==> src/rtl/arc4_seq.sv <==
// ARC4 decrypt sequencer: runs init, ksa and prga in order over en/rdy handshakes,
// owns the shared S-memory write port and guards each phase with a watchdog.
module arc4_seq #(
    parameter logic [31:0] TIMEOUT = 32'd65535,
    parameter int unsigned CNT_W   = 16
) (
    input  logic        clk,
    input  logic        rst,
    input  logic        en,
    output logic        rdy,
    input  logic [23:0] key,
    output logic [23:0] key_q,
    output logic        done,
    output logic        err,
    output logic [1:0]  phase,
    output logic        init_en,
    input  logic        init_rdy,
    input  logic [7:0]  init_addr,
    input  logic [7:0]  init_wrdata,
    input  logic        init_wren,
    output logic        ksa_en,
    input  logic        ksa_rdy,
    input  logic [7:0]  ksa_addr,
    input  logic [7:0]  ksa_wrdata,
    input  logic        ksa_wren,
    output logic        prga_en,
    input  logic        prga_rdy,
    input  logic [7:0]  prga_addr,
    input  logic [7:0]  prga_wrdata,
    input  logic        prga_wren,
    output logic [7:0]  s_addr,
    output logic [7:0]  s_wrdata,
    output logic        s_wren
);

    localparam logic [CNT_W-1:0] CNT_LAST = CNT_W'(TIMEOUT - 32'd1);

    typedef enum logic [2:0] {
        S_IDLE,
        S_INIT_GO,
        S_INIT_WAIT,
        S_KSA_GO,
        S_KSA_WAIT,
        S_PRGA_GO,
        S_PRGA_WAIT,
        S_ERR
    } state_t;

    state_t           state;
    logic             armed;
    logic [CNT_W-1:0] cnt;
    logic             sel_rdy;
    logic             waiting;

    // Ready of whichever sub-block owns the current phase.
    always_comb begin
        sel_rdy = 1'b0;
        case (state)
            S_INIT_GO, S_INIT_WAIT: sel_rdy = init_rdy;
            S_KSA_GO,  S_KSA_WAIT:  sel_rdy = ksa_rdy;
            S_PRGA_GO, S_PRGA_WAIT: sel_rdy = prga_rdy;
            default:                sel_rdy = 1'b0;
        endcase
    end

    always_comb begin
        waiting = (state == S_INIT_WAIT) || (state == S_KSA_WAIT) || (state == S_PRGA_WAIT);
    end

    // S-memory port follows the active phase only; idle/error parks it at zero.
    always_comb begin
        s_addr   = 8'd0;
        s_wrdata = 8'd0;
        s_wren   = 1'b0;
        case (state)
            S_INIT_GO, S_INIT_WAIT: begin
                s_addr   = init_addr;
                s_wrdata = init_wrdata;
                s_wren   = init_wren;
            end
            S_KSA_GO, S_KSA_WAIT: begin
                s_addr   = ksa_addr;
                s_wrdata = ksa_wrdata;
                s_wren   = ksa_wren;
            end
            S_PRGA_GO, S_PRGA_WAIT: begin
                s_addr   = prga_addr;
                s_wrdata = prga_wrdata;
                s_wren   = prga_wren;
            end
            default: begin
                s_addr   = 8'd0;
                s_wrdata = 8'd0;
                s_wren   = 1'b0;
            end
        endcase
    end

    always_ff @(posedge clk or posedge rst) begin
        if (rst) begin
            state   <= S_IDLE;
            rdy     <= 1'b1;
            init_en <= 1'b0;
            ksa_en  <= 1'b0;
            prga_en <= 1'b0;
            done    <= 1'b0;
            err     <= 1'b0;
            key_q   <= 24'd0;
            cnt     <= '0;
            phase   <= 2'd0;
            armed   <= 1'b0;
        end else begin
            init_en <= 1'b0;
            ksa_en  <= 1'b0;
            prga_en <= 1'b0;
            done    <= 1'b0;
            case (state)
                S_IDLE, S_ERR: begin
                    if (en) begin
                        key_q <= key;
                        err   <= 1'b0;
                        cnt   <= '0;
                        rdy   <= 1'b0;
                        phase <= 2'd1;
                        state <= S_INIT_GO;
                    end
                end
                default: begin
                    cnt <= cnt + CNT_W'(1);
                    // A rdy high only counts as completion after a low has been seen.
                    if (waiting && sel_rdy && armed) begin
                        cnt <= '0;
                        case (state)
                            S_INIT_WAIT: begin
                                state <= S_KSA_GO;
                                phase <= 2'd2;
                            end
                            S_KSA_WAIT: begin
                                state <= S_PRGA_GO;
                                phase <= 2'd3;
                            end
                            default: begin
                                state <= S_IDLE;
                                phase <= 2'd0;
                                done  <= 1'b1;
                                rdy   <= 1'b1;
                            end
                        endcase
                    end else if (cnt == CNT_LAST) begin
                        state <= S_ERR;
                        err   <= 1'b1;
                        phase <= 2'd0;
                        rdy   <= 1'b1;
                        cnt   <= '0;
                    end else if (!waiting && sel_rdy) begin
                        armed <= 1'b0;
                        case (state)
                            S_INIT_GO: begin
                                init_en <= 1'b1;
                                state   <= S_INIT_WAIT;
                            end
                            S_KSA_GO: begin
                                ksa_en <= 1'b1;
                                state  <= S_KSA_WAIT;
                            end
                            default: begin
                                prga_en <= 1'b1;
                                state   <= S_PRGA_WAIT;
                            end
                        endcase
                    end else if (waiting && !sel_rdy) begin
                        armed <= 1'b1;
                    end
                end
            endcase
        end
    end

endmodule

==> config.mk <==
export PLATFORM = sky130hd
export DESIGN_NAME = arc4_seq
export DESIGN_NICKNAME = d
export VERILOG_FILES = /design/src/rtl/arc4_seq.sv
export SDC_FILE = /design/constraint.sdc
export NUM_CORES = 1
export LEC_CHECK = 0
export BUFFER_PORTS_ARGS = -buffer_cell sky130_fd_sc_hd__buf_2
export CAP_MARGIN = 10
export CORE_MARGIN = 8
export CORE_UTILIZATION = 48
export DETAILED_ROUTE_END_ITERATION = 6
export GPL_TIMING_DRIVEN = 0
export HOLD_SLACK_MARGIN = 0.05
export PLACE_DENSITY = 0.88
export SYNTH_ARGS = -nofsm -noshare
export SYNTH_HDL_FRONTEND = slang
export SYNTH_SLANG_ARGS = --single-unit
==> constraint.sdc <==
create_clock -name clk -period 3.9 [get_ports clk]
set_input_delay 0.975 -clock clk [delete_from_list [all_inputs] [get_ports clk]]
set_output_delay 0.975 -clock clk [all_outputs]
set_load 0.1 [all_outputs]
==> flow_metrics.tcl <==
set metrics [dict create \
    reg2reg_slack_ns 0.46 \
    path_common_cell "buf_2" \
    syn_nets 358 \
    worstSetupEndpointType "output port" \
    gp_congestion 0.9118 \
    diodes 0 \
    synthMuxAreaShare_pct 16.13 \
    cts_tree "built" \
    synth_warnings 0 \
    setup-tns-final_ns 0 \
    grt_pass1_wl_um 13520 \
    fin_crit_sh_pct 91.45 \
    crit_chain "buf_2 > nand2_1 > o21ai_1 > buf_2 > o2bb2ai_1 > buf_2" \
    hold_start "err" \
    ys_types 56 \
    clk_path_buf_depth 2 \
    clock-root-buffer "clkbuf_8" \
    dieArea_sq_mm 0.008845 \
    routed_wl_um 8700 \
    path_class "reg2out" \
    syn_inst 273 \
    ys_seq_area_share_pct 44.54 \
    fmax_ghz 0.2804 \
    slew_headroom_pct 49.82 \
    port_buffers 129 \
    htreeDepth 2 \
    drtIter0Drc 171 \
    synth.top_cell.area_share_pct 43.65 \
    yosysMostFrequentCell "dfrtp_1" \
    synth-edff-count 0 \
    path_clk_slew_ns 0.09 \
    fin_nets 495 \
    crit_path_top_delay_cell "o21ai_1" \
    clock-sinks 52 \
    post_cts_resized 0 \
    viasPerCell 5.730 \
    path_max_fanout 10 \
    path_delay_family "buffers and inverters" \
    synthArstFlopShare_pct 100.0 \
    synth-simple-area-share_pct 12.79 \
    final_hold_viol_count 0 \
    worstPathRequired_ns 2.92 \
    crit_buf_inv 3 \
    grt_remaining_overflow 0 \
    num-fill-cells 471 \
    finalClockSkew_ns 0.009350 \
    synth_top_family_by_area "compound AO/OA/AOI/OAI gates" \
    grt_max_degree 29 \
    dr.pass1.iters 5 \
    post-route-util_pct 63.82 \
    area_delta_synth_final_pct 29.23 \
    finalSetupViolations 0 \
    antenna_left 0 \
    slew_violations 0 \
    dp_hpwl_um 6888 \
    worst_ep_arrival_time_ns 2.59 \
    synth_top_area_cell "dfrtp_1" \
    synthTopCellsByCount "51 x dfrtp_1, 20 x nand2_1, 19 x mux2_2, 19 x mux2i_1, 18 x o2bb2ai_1" \
    ys_ff_latch 52 \
    num_vias 2785 \
    wl_per_cell_um 17.90 \
    synth_compound_area_share_pct 18.96 \
    core_sq_mm 0.005921 \
    die_h_um 94.05 \
    post_cts_buffers 0 \
    r2r_start "state[2]" \
    netlist_area_sq_mm 0.002924 \
    hold_buffers 0 \
    status "finished, final reports clean" \
    fp-row-count 28 \
    cpPeakStageDelay_ns 0.52 \
    rsz0062_at_grt "false" \
    die_w_um 94.05 \
    min_path_type "reg2reg" \
    cap_viol_max_count 0 \
    cts_made_buffers 5 \
    route.detailed.drc 0 \
    synth-xor-area-share_pct 1.198 \
    synth_fa_ha_area_share_pct 1.712 \
    min_period_ns 3.567 \
    cp-start-kind "register" \
    cp-startpoint "state[1]" \
    grt_usage_pct 18.81 \
    start_util_pct 49.39 \
    ios 130 \
    clock_latency_ns 0.31 \
    avgSynthCellArea_sq_um 10.71 \
    drive_gt1_share_pct 44.04 \
    synth_area_leaders "dfrtp_1 44%, mux2_2 7.3%, mux2i_1 6.5%, o2bb2ai_1 5.4%, a31oi_1 3.0%" \
    grt_pass1_vias 2693 \
    worst_pin_slew_ns 0.7487 \
    antenna_found_initial 0 \
    synth_flop_cell "dfrtp_1" \
]
## per-stage QoR
| step | setup slack [ns] | cell area, sq um | std cells | hold WS [ns] |
|---|---|---|---|---|
| 6_report | 0.3335 | 3779 | 486 | 0.4896 |
| 5_1_grt | 0.1529 | 3779 | 486 | 0.4960 |
| 4_1_cts | 0.3482 | 3779 | 486 | 0.4929 |
| 3_5_place_dp | 0.5820 | 3691 | 478 | 0.4695 |
| 3_3_place_gp | 0.6940 | 3664 | 477 | 0.4636 |
| 2_1_floorplan | 0.2071 | 2924 | 273 | 0.4520 |
## routing by layer
layer  global-route usage (%)  up-vias  routed length, um
li1                         -     1314                  -
met1                    22.74     1307               3262
met2                    32.32      145               4626
met3                    3.677       19                689
met4                    6.737        0                122
met5                        0        -                  0
## placed cells by master, fill, tap and decap left out, drive strengths merged, types with 6 or more instances in the layout
cell / Yosys / layout
o2bb2ai: 18 / 18
inv: 12 / 12
mux2: 25 / 25
nand2: 20 / 20
nor2: 7 / 7
a31oi: 14 / 14
dfrtp: 51 / 51
mux2i: 19 / 19
nand4: 6 / 6
nand3: 13 / 13
clkbuf: 3 / 8
o21ai: 11 / 11
buf: 14 / 144
## layout make-up
cell class	count	area [sq um]	share of cell area [%]
Buffer	17	91.34	2.417
Clock buffer	5	68.82	1.821
Clock inverter	3	18.77	0.4967
Inverter	12	45.04	1.192
Multi-Input combinational cell	192	1485	39.30
Sequential cell	52	1303	34.47
Tap cell	75	93.84	2.483
Timing Repair Buffer	130	673.1	17.81
## kinds of logic (layout without fill, tap and decap cells)
kind of cell    count (synthesis)  in the layout
compound gates                 74             74
simple gates                   66             66
flops                          52             52
mux                            44             44
buf+inv                        29            167
fa+ha+maj                       4              4
xor+xnor                        4              4
## worst register-to-register path, delay by kind of cell (launching register included)
kind / cells / cell delay [ns]
buf+inv: 5 / 1.48
compound gates: 3 / 0.73
flops: 1 / 0.33
simple gates: 2 / 0.28
fa+ha+maj: 1 / 0.27
mux: 1 / 0.26
## path summary, 6_finish.rpt
path	cells after the start	to
hold reg to reg	2	err
max in group asynchronous	3	rdy
hold / removal	2	err
min in group asynchronous	2	key_q[9]
setup / recovery	6	s_wrdata[3]
setup reg to reg	12	cnt[2]
## registers in the layout, indices dropped and copies added, names as in the netlist
register and count:
phase 2, key_q 24, init_en 1, prga_en 1
done 1, rdy 1, state 3, cnt 16
armed 1, ksa_en 1, err 1
Power is not shown: default switching activity piles up to over one toggle a cycle in this logic, so the estimate is an artifact.
